[src/rtl/pipe_pkg.sv]
// Shared opcode map, ID/EX control words, FSM encoding and opcode-class helpers
// for the IF/ID/EX/WB pipeline hazard controller.
package pipe_pkg;

   localparam int unsigned OP_W   = 6;
   localparam int unsigned REG_W  = 5;
   localparam int unsigned NREGS  = 32;
   localparam int unsigned CTRL_W = 16;

   localparam logic [OP_W-1:0] OP_ADD  = 6'b000000;
   localparam logic [OP_W-1:0] OP_SUB  = 6'b000001;
   localparam logic [OP_W-1:0] OP_LI   = 6'b000010;
   localparam logic [OP_W-1:0] OP_MOVE = 6'b000011;
   localparam logic [OP_W-1:0] OP_ADDI = 6'b000100;
   localparam logic [OP_W-1:0] OP_SLL  = 6'b000101;
   localparam logic [OP_W-1:0] OP_SRL  = 6'b000110;
   localparam logic [OP_W-1:0] OP_AND  = 6'b000111;
   localparam logic [OP_W-1:0] OP_BEQ  = 6'b001000;
   localparam logic [OP_W-1:0] OP_BNE  = 6'b001001;
   localparam logic [OP_W-1:0] OP_OR   = 6'b001010;
   localparam logic [OP_W-1:0] OP_XOR  = 6'b001011;
   localparam logic [OP_W-1:0] OP_MUL  = 6'b001100;
   localparam logic [OP_W-1:0] OP_HALT = 6'b001101;
   localparam logic [OP_W-1:0] OP_NOP  = 6'b001110;

   // One-hot ID/EX control words; NOP is what a bubble loads.
   localparam logic [CTRL_W-1:0] CTRL_ADD  = 16'h0001;
   localparam logic [CTRL_W-1:0] CTRL_SUB  = 16'h0002;
   localparam logic [CTRL_W-1:0] CTRL_LI   = 16'h0004;
   localparam logic [CTRL_W-1:0] CTRL_MOVE = 16'h0008;
   localparam logic [CTRL_W-1:0] CTRL_ADDI = 16'h0010;
   localparam logic [CTRL_W-1:0] CTRL_SLL  = 16'h0020;
   localparam logic [CTRL_W-1:0] CTRL_SRL  = 16'h0040;
   localparam logic [CTRL_W-1:0] CTRL_AND  = 16'h0080;
   localparam logic [CTRL_W-1:0] CTRL_BEQ  = 16'h0100;
   localparam logic [CTRL_W-1:0] CTRL_BNE  = 16'h0200;
   localparam logic [CTRL_W-1:0] CTRL_OR   = 16'h0400;
   localparam logic [CTRL_W-1:0] CTRL_XOR  = 16'h0800;
   localparam logic [CTRL_W-1:0] CTRL_MUL  = 16'h1000;
   localparam logic [CTRL_W-1:0] CTRL_HALT = 16'h2000;
   localparam logic [CTRL_W-1:0] CTRL_NOP  = 16'h4000;

   typedef enum logic [2:0] {
      ST_RUN    = 3'd0,
      ST_STALL  = 3'd1,
      ST_FLUSH  = 3'd2,
      ST_DRAIN  = 3'd3,
      ST_HALTED = 3'd4
   } state_t;

   function automatic logic op_writes_rd(input logic [OP_W-1:0] op);
      return (op <= OP_MUL) && (op != OP_BEQ) && (op != OP_BNE);
   endfunction

   function automatic logic op_reads_rs(input logic [OP_W-1:0] op);
      return (op_writes_rd(op) && (op != OP_LI)) || (op == OP_BEQ) || (op == OP_BNE);
   endfunction

   function automatic logic op_reads_rt(input logic [OP_W-1:0] op);
      return op_reads_rs(op) && (op != OP_MOVE) && (op != OP_ADDI);
   endfunction

   // Control word for an opcode; undefined opcodes behave as NOP.
   function automatic logic [CTRL_W-1:0] op_ctrl(input logic [OP_W-1:0] op);
      logic [CTRL_W-1:0] ctrl;
      ctrl = CTRL_NOP;
      if (op <= OP_HALT) ctrl = CTRL_W'(1) << op;
      return ctrl;
   endfunction

endpackage

[src/rtl/reg_scoreboard.sv]
// Pending-write scoreboard: one bit per architectural register, set on issue of
// a writer, cleared on write-back, with a sticky flag for unexpected write-backs.
module reg_scoreboard
   import pipe_pkg::*;
(
   input  logic             clock,
   input  logic             reset,
   input  logic             set_en,
   input  logic [REG_W-1:0] set_idx,
   input  logic             clr_en,
   input  logic [REG_W-1:0] clr_idx,
   input  logic [REG_W-1:0] rs_idx,
   input  logic [REG_W-1:0] rt_idx,
   input  logic [REG_W-1:0] rd_idx,
   output logic             rs_pend,
   output logic             rt_pend,
   output logic             rd_pend,
   output logic             any_pend,
   output logic             sb_err
);

   logic [NREGS-1:0] pending;
   logic [NREGS-1:0] pending_next;

   // Set is applied after clear so a same-index collision leaves the bit set.
   always_comb begin
      pending_next = pending;
      if (clr_en) pending_next[clr_idx] = 1'b0;
      if (set_en) pending_next[set_idx] = 1'b1;
   end

   always_ff @(posedge clock) begin
      if (reset) begin
         pending <= '0;
         sb_err  <= 1'b0;
      end else begin
         pending <= pending_next;
         if (clr_en && !pending[clr_idx]) sb_err <= 1'b1;
      end
   end

   assign rs_pend  = pending[rs_idx];
   assign rt_pend  = pending[rt_idx];
   assign rd_pend  = pending[rd_idx];
   assign any_pend = |pending;

endmodule

[src/rtl/pipeline_hazard_ctrl.sv]
// Decode-side sequencing controller: RAW/WAW stalls from the scoreboard, wrong-path
// squash on taken branches, and drain-to-halt on HALT.
module pipeline_hazard_ctrl
   import pipe_pkg::*;
#(
   parameter int unsigned FLUSH_CYCLES = 2,
   parameter int unsigned CNT_W        = 16
) (
   input  logic             clock,
   input  logic             reset,
   input  logic             id_valid,
   input  logic [5:0]       id_op,
   input  logic [4:0]       id_rs,
   input  logic [4:0]       id_rt,
   input  logic [4:0]       id_rd,
   input  logic             wb_en,
   input  logic [4:0]       wb_rd,
   input  logic             branch_taken,
   output logic             issue,
   output logic             pc_stall,
   output logic             if_id_hold,
   output logic             if_id_flush,
   output logic             id_ex_bubble,
   output logic             halted,
   output logic             sb_err,
   output logic [CNT_W-1:0] stall_count
);

   localparam int unsigned        FLUSH_W    = 3;
   localparam logic [FLUSH_W-1:0] FLUSH_LOAD = FLUSH_W'(FLUSH_CYCLES);
   localparam logic [CNT_W-1:0]   CNT_MAX    = {CNT_W{1'b1}};

   state_t             state;
   state_t             state_next;
   logic [FLUSH_W-1:0] flush_cnt;
   logic [FLUSH_W-1:0] flush_next;
   logic               rs_pend;
   logic               rt_pend;
   logic               rd_pend;
   logic               any_pend;
   logic               hazard;
   logic               sb_set;
   logic               stall_inc;

   reg_scoreboard u_sb (
      .clock    (clock),
      .reset    (reset),
      .set_en   (sb_set),
      .set_idx  (id_rd),
      .clr_en   (wb_en),
      .clr_idx  (wb_rd),
      .rs_idx   (id_rs),
      .rt_idx   (id_rt),
      .rd_idx   (id_rd),
      .rs_pend  (rs_pend),
      .rt_pend  (rt_pend),
      .rd_pend  (rd_pend),
      .any_pend (any_pend),
      .sb_err   (sb_err)
   );

   assign hazard = id_valid & ((op_reads_rs(id_op) & rs_pend) |
                               (op_reads_rt(id_op) & rt_pend) |
                               (op_writes_rd(id_op) & rd_pend));

   assign sb_set = issue & op_writes_rd(id_op);
   assign halted = (state == ST_HALTED);

   always_ff @(posedge clock) begin
      if (reset) begin
         state       <= ST_RUN;
         flush_cnt   <= '0;
         stall_count <= '0;
      end else begin
         state     <= state_next;
         flush_cnt <= flush_next;
         if (stall_inc && (stall_count != CNT_MAX)) stall_count <= stall_count + CNT_W'(1);
      end
   end

   // A taken branch outside FLUSH suppresses the wrong-path decode instruction
   // and bubbles ID/EX; the FLUSH state then covers the following cycles.
   always_comb begin
      state_next   = state;
      flush_next   = flush_cnt;
      issue        = 1'b0;
      pc_stall     = 1'b0;
      if_id_hold   = 1'b0;
      if_id_flush  = 1'b0;
      id_ex_bubble = 1'b0;
      stall_inc    = 1'b0;
      if (!reset) begin
         unique case (state)
            ST_HALTED: begin
               pc_stall     = 1'b1;
               if_id_hold   = 1'b1;
               id_ex_bubble = 1'b1;
            end
            ST_FLUSH: begin
               if_id_flush  = 1'b1;
               id_ex_bubble = 1'b1;
               if (branch_taken) begin
                  flush_next = FLUSH_LOAD;
               end else if (flush_cnt <= FLUSH_W'(1)) begin
                  state_next = ST_RUN;
                  flush_next = '0;
               end else begin
                  flush_next = flush_cnt - FLUSH_W'(1);
               end
            end
            ST_DRAIN: begin
               if (branch_taken) begin
                  id_ex_bubble = 1'b1;
                  state_next   = ST_FLUSH;
                  flush_next   = FLUSH_LOAD;
               end else begin
                  pc_stall     = 1'b1;
                  if_id_hold   = 1'b1;
                  id_ex_bubble = 1'b1;
                  if (!any_pend) state_next = ST_HALTED;
               end
            end
            default: begin
               if (branch_taken) begin
                  id_ex_bubble = 1'b1;
                  state_next   = ST_FLUSH;
                  flush_next   = FLUSH_LOAD;
               end else if (hazard) begin
                  pc_stall     = 1'b1;
                  if_id_hold   = 1'b1;
                  id_ex_bubble = 1'b1;
                  stall_inc    = 1'b1;
                  state_next   = ST_STALL;
               end else begin
                  issue      = id_valid;
                  state_next = (id_valid && (id_op == OP_HALT)) ? ST_DRAIN : ST_RUN;
               end
            end
         endcase
      end
   end

endmodule

[config.mk]
export PLATFORM = sky130hd
export DESIGN_NAME = pipeline_hazard_ctrl
export DESIGN_NICKNAME = d
export VERILOG_FILES = /design/src/rtl/pipe_pkg.sv /design/src/rtl/reg_scoreboard.sv /design/src/rtl/pipeline_hazard_ctrl.sv
export SDC_FILE = /design/constraint.sdc
export NUM_CORES = 1
export LEC_CHECK = 0
export CELL_PAD_IN_SITES_DETAIL_PLACEMENT = 0
export CELL_PAD_IN_SITES_GLOBAL_PLACEMENT = 1
export CORE_ASPECT_RATIO = 0.9
export CORE_MARGIN = 1.5
export CORE_UTILIZATION = 30
export CTS_CLUSTER_SIZE = 12
export DETAILED_ROUTE_END_ITERATION = 10
export GPL_ROUTABILITY_DRIVEN = 0
export GPL_TIMING_DRIVEN = 0
export PLACE_DENSITY_LB_ADDON = 0.12
export SYNTH_ARGS = -nofsm -noshare
export SYNTH_HDL_FRONTEND = slang
export SYNTH_SLANG_ARGS = --single-unit
[constraint.sdc]
create_clock -name clock -period 4.56 [get_ports clock]
set_input_delay 1.14 -clock clock [delete_from_list [all_inputs] [get_ports clock]]
set_output_delay 1.14 -clock clock [all_outputs]
set_load 0.01 [all_outputs]
==> flow_metrics.tcl <==
set metrics [dict create \
    drt_wl_total_um 15300 \
    hold_path.class "register to register" \
    grt_pass1_wl_um 23600 \
    maxCapViolCount 0 \
    grt_pass1_vias 4025 \
    final_layout_size_suffix_gt1_frac 0.189 \
    setup-violations-final 0 \
    async_flop_share 0 \
    dp_hpwl_um 10800 \
    core_um2 13400 \
    fill_cells 1374 \
    cts.sinks 55 \
    clkSlewWorstSetupHoldPaths_ns 0.08 \
    grt_max_degree 17 \
    avgRoutedWirePerCell_um 22.0 \
    leakage_nw 1.76 \
    total_power_mw 1.14 \
    cp-start-kind "primary input" \
    nets 562 \
    period_needed_ns 4.46 \
    synth_area_per_cell_um2 8.97 \
    dr.pass1.iters 5 \
    ir_worst_vdd_v 0.000184 \
    fin_cells 697 \
    die_y_um 114 \
    grt_usage 0.215 \
    ctsHtreeMaxLevel 2 \
    fin_ws_ns 0.102 \
    insertion_delay_ns 0.31 \
    holdCritStartpoint "u_sb.sb_err" \
    postCtsHoldBufs 0 \
    synth_seq_cells 55 \
    io_pins 54 \
    vias_per_cell 5.96 \
    die_w_um 127 \
    worst_pin_slew_ns 0.665 \
    synth_ff_type "dfxtp_1" \
    critPathCaptureType "output pin" \
    period_share 0.978 \
    crit_start "id_rt[2]" \
    place_inst 668 \
    max_stage_delay_ns 0.58 \
    ctsLongestPathBuffers 2 \
    path_class "primary input to output pin" \
    num_vias 4151 \
    synth_top_area_frac 0.267 \
    multi_input_area_um2 2820 \
    cts_tree "built" \
    numCtsBuffers 5 \
    grt.overflow.total 0 \
    crit_top_cell "buf_6" \
    diodes 0 \
    syn_to_final_growth_pct 24.0 \
    syn_inst 459 \
    io_buffer_count 41 \
    critPathSlowestCell "mux4_1" \
    seq_area_um2 1100 \
    ys_warn_count 0 \
    synth_edf_count 0 \
    max_slew_margin 0.556 \
    drc 0 \
    power_density_nw_per_um2 223 \
    clock.fmax_mhz 224 \
    synth.largest_area_cell "dfxtp_1" \
    dpl_worst_slack_ns -0.742 \
    rr_startpoint "u_sb.pending[19]" \
    ant_nets 0 \
    rows 40 \
    critPathMaxFanout 10 \
    finalMaxSlewViolations 0 \
    start_util 0.308 \
    synth.area.top_cells "dfxtp_1, mux4_2, o41ai_1" \
    dieArea_um2 14400 \
    drt-initial-drc-count 319 \
    cp.arrival_ns 3.32 \
    seq_area_frac_synth 0.267 \
    status "completed" \
    root_buffer "clkbuf_16" \
    synthesis.nets 493 \
    hold_violations 0 \
    synth_area_um2 4120 \
    cp_cell_sequence "buf_6 -> mux4_1 -> nand3b_1 -> a41oi_2 -> o2111ai_4 -> a31o_1 -> buf_6 -> buf_6 -> nand2_1 -> buf_4 -> dlygate4sd2_1" \
    cp.required_ns 3.42 \
    ys_types 55 \
    rsz0062_at_grt "no" \
    antenna_found_initial 0 \
    skew_ns 0.00529 \
]
-- layout by cell type, fill, tap and decap left out, drive strengths merged, types with 6 or more instances in the layout --
master         instances
nor3b                  9
o211ai                20
nand2                 52
nand3                 39
mux2i                 18
nor4                  10
dfxtp                 55
o41ai                 34
clkbuf                21
nand3b                 8
nand2b                 6
a21oi                 14
buf                   41
and3                   6
nor2b                 12
o21ai                 12
clkdlybuf4s50         31
dlygate4sd2            8
mux4                  24
or2                    6
inv                   10
nor2                  24
-- through the flow --
step / area [um^2] / TNS [ns] / util / hold WS (ns)
floorplan: 4120 / 0 / - / 0.458
global placement: 4740 / -2.40 / 0.355 / 0.448
detailed placement: 4740 / -2.49 / 0.355 / 0.441
CTS: 5070 / 0 / 0.379 / 0.461
global route: 5110 / 0 / 0.382 / 0.510
finish: 5110 / 0 / 0.382 / 0.463
-- final timing paths --
| path | endpoint | slack, ns | depth (start not counted) |
|---|---|---|---|
| worst min-delay path | u_sb.sb_err | 0.46 | 2 |
| worst max register to register | stall_count[3] | 0.88 | 20 |
| worst min register to register | u_sb.sb_err | 0.46 | 2 |
| worst max-delay path | pc_stall | 0.10 | 11 |
-- registers in the layout, indices dropped and copies added, names as in the netlist --
name,flops
u_sb.pending,32
stall_count,16
flush_cnt,3
state,3
u_sb.sb_err,1
-- metal layers --
layer  global-route usage  wire [um]
met5                    0          0
met4               0.0582        259
met3               0.0411       1060
met2                0.331       6690
met1                0.308       7320
-- Yosys cell counts, types with 3 or more instances --
cell and count:
or4_1 3, ha_1 3, nor4_1 10, nand2_1 52, mux4_1 6, nor3b_1 8, or2_2 6, mux4_2 18
nor3_1 5, inv_1 10, and4_1 5, nor2b_1 12, and3_1 6, a211oi_1 5, o31ai_1 4, o41ai_2 4
nand3_1 38, buf_1 6, o41ai_1 30, dfxtp_1 55, a31o_2 3, nand4_1 5, a21oi_1 14, clkbuf_1 15
buf_2 4, buf_6 7, o21ai_0 12, a31oi_1 3, nand3b_1 8, nand2b_1 6, mux2i_1 18, nor2_1 24
a22oi_1 4, o211ai_1 20, o21bai_1 3
-- repair_timing --
| item | 4_1_cts | 5_1_grt |
|---|---|---|
| setup buffers | 19 | 3 |
| pin swaps | 6 | 4 |
| gates resized for setup | 22 | 11 |
| endpoints found under the setup margin | 4 | 5 |
-- area by class of cell --
| class | instances | share of cell area |
|---|---|---|
| tap | 168 | 0.0412 |
| inverter | 11 | 0.00833 |
| buffer | 33 | 0.0380 |
| clock buffer | 6 | 0.0272 |
| sequential | 55 | 0.216 |
| multi-input combinational | 359 | 0.553 |
| timing repair buffer | 63 | 0.110 |
| clock inverter | 2 | 0.00686 |
-- where the power goes --
group	internal, mW	switching [mW]	total, mW	leakage [nW]
combinational	0.0694	0.106	0.175	1.23
clock	0.274	0.202	0.476	0.0868
sequential	0.483	0.00247	0.485	0.444
total	0.827	0.310	1.14	1.76
-- critical path: cells and delay by family --
family	cells	cell delay (ns)
buffers and inverters	5	0.79
AO/OA/AOI/OAI	3	0.61
multiplexers	1	0.58
AND/OR/NAND/NOR	2	0.21
-- cell families after synthesis --
logic type      Yosys count  synth area share
buf+inv                  45            0.0568
simple gates            196             0.253
fa+ha+maj                 3           0.00911
compound gates          116             0.226
flops                    55             0.267
mux                      44             0.188
(Power assumes the default switching activity.)
==> RTL change, RTL diff (same settings) <==
`NREGS`: 32 -> 48.
--- a/src/rtl/pipe_pkg.sv
+++ b/src/rtl/pipe_pkg.sv
@@ -4,7 +4,7 @@
 
    localparam int unsigned OP_W   = 6;
    localparam int unsigned REG_W  = 5;
-   localparam int unsigned NREGS  = 32;
+   localparam int unsigned NREGS  = 48;
    localparam int unsigned CTRL_W = 16;
 
    localparam logic [OP_W-1:0] OP_ADD  = 6'b000000;
Check against the original RTL: same outputs for any inputs over 4 cycles, from zero or initial values and one cycle with reset high; that may be too few to reach the edited logic, so the function may still have changed.
==> RTL change against the unedited design <==
- routed wire length shrank 8.2%
- total power shrank 7.3%
- setup slack gained 0.0014 ns
- largest cell class unchanged
- first-iteration DRC count grew 4.7%
- sequential cell count is the same
- design area shrank 4.1%
- synthesized area shrank 1.6%
- clock power shrank 13%
- sequential power is essentially flat
- synthesized cell count shrank 3.3%
- cell count shrank 5.3%
- worst hold slack lost 0.0060 ns
==> RTL change: results (changes against the unedited design) <==
Finish
  • Fraction of layout cells with a size suffix above 1: 17.3% (-1.6 points)
  • Nets: 525 (-6.6%)
  • Non-filler cells, final: 660 (-5.3%)
  • Fillers: 1358 (-1.2%)

GRT
  • First-pass GRT wire length: 21.7 mm (-8.1%)
  • Total GRT Usage: 19.7% (-1.8 points)
  • Vias in the first global route: 3691 (-8.3%)
  • Largest net degree at the start of global routing: 19 (+2)

Setup path
  • Worst-path maximum fanout: 8 (-2)
  • R2R Path Start: u_sb.pending[16]
  • Path depth of the worst reg2reg path: 9 (-55%)
  • R2R Path End: stall_count[8]
  • Reg2Reg Setup Slack: 1.68 ns (+0.80 ns)

Place
  • Post-DP HPWL: 10.3 mm (-5.1%)
  • Post-DP Area: 0.00466 mm² (-1.7%)
  • PortBufs: 39 (-4.9%)
  • Placed cells: 651 (-2.5%)

Drt
  • Total Wirelength: 14.1 mm (-8.2%)
  • Drt first pass iters: 6 (+1)
  • DR iter-0 viols: 334 (+4.7%)

Power and ir drop
  • Switching Share: 25.9% (-1.4 points)
  • LEAKAGE: 1.56 nW (-11%)
  • Maximum resistive drop on vdd: 0.135 mV (-26%)

Clocking
  • Worst-path clk slew: approximately 0.07 ns

STA
  • Final Hold Slack: 0.457 ns (-0.00600 ns)
  • Clk_skew: 0.00246 ns (-0.00284 ns)
  • Worst slew pin tran: 0.854 ns (+0.188 ns)

Synthesis
  • Avg Inst Size Synth: 9.12 µm² (+1.7%)
  • Post-synth top cells: dfxtp_1 (55), o21ai_0 (43), nand2_1 (36)
  • Synth top area cells: dfxtp_1 (27%), mux4_2 (19%), o21ai_0 (5.3%)
  • Synth cell types: 50 (-9.1%)
  • Synthesized Nets: 478 (-3.0%)

Status
  • Status: finished, final reports clean
-- RTL change: stage by stage --
step | utilization, % | setup TNS [ns] | power [mW] | worst slack, ns
floorplan | - | 0 | 0.588 | 0.0260
global placement | 35.1 | -5.33 | 0.645 | -1.47
detailed placement | 35.1 | -5.12 | 0.646 | -1.41
CTS | 37.1 | -0.0686 | 1.07 | -0.0686
global route | 36.9 | 0 | 1.10 | 0.0143
finish | 36.9 | 0 | 1.05 | 0.103
-- RTL change: worst max path at each step --
stage                   from  endpoint  slack (ns)  cells after the start
global route        id_rt[0]     issue        0.01                      9
detailed placement  id_rd[0]  pc_stall       -1.41                     13
finish              id_rt[0]     issue        0.10                      9
floorplan           id_rt[0]  pc_stall        0.03                     11
CTS                 id_rt[0]  pc_stall       -0.07                     12
global placement    id_rd[0]  pc_stall       -1.47                     13
-- RTL change: layout make-up --
cell class,count,area [µm²],area share [%]
Buffer,31,203,4.14
Clock buffer,8,156,3.19
Sequential cell,55,1100,22.5
Multi-Input combinational cell,347,2780,56.8
Timing Repair Buffer,44,418,8.53
Tap cell,168,210,4.29
Inverter,7,26.3,0.536
-- RTL change: worst max-delay path, stage by stage --
cell	delay, ns
buf_12	0.10
mux4_2	0.50
mux4_2	0.48
mux2_4	0.30
o2111ai_4	0.11
and3_4	0.27
buf_12	0.10
and2_1	0.10
clkdlybuf4s15_2	0.21
-- RTL change: kinds of logic after synthesis --
kind of cell	Yosys count	share of synthesized area, %
simple gates	193	27.5
compound gates	106	16.4
flops	55	27.2
mux	45	22.0
buf+inv	42	5.96
fa+ha+maj	3	0.927
-- RTL change: timing repair --
item	4_1_cts	5_1_grt
buffers inserted	4	1
endpoints found under the setup margin	4	4
pin swaps	2	1
resized for setup	47	3
endpoints found under the hold margin	0	0
-- RTL change: layer usage --
layer | routed length [µm] | up-vias | GRT usage (%)
li1 | - | 1797 | -
met1 | 6810 | 1919 | 30.1
met2 | 5940 | 150 | 28.4
met3 | 1050 | 18 | 3.36
met4 | 267 | 0 | 5.53
met5 | 0 | - | 0
-- RTL change: power by group through the flow --
| stage | sequential (mW) | combinational [mW] | clock (mW) |
|---|---|---|---|
| final | 0.485 | 0.156 | 0.412 |
| after global routing | 0.486 | 0.170 | 0.445 |
| after global placement | 0.497 | 0.149 | 0 |
| after CTS | 0.485 | 0.157 | 0.429 |
| after detailed placement | 0.497 | 0.149 | 0 |
| after floorplan | 0.496 | 0.0915 | 0 |
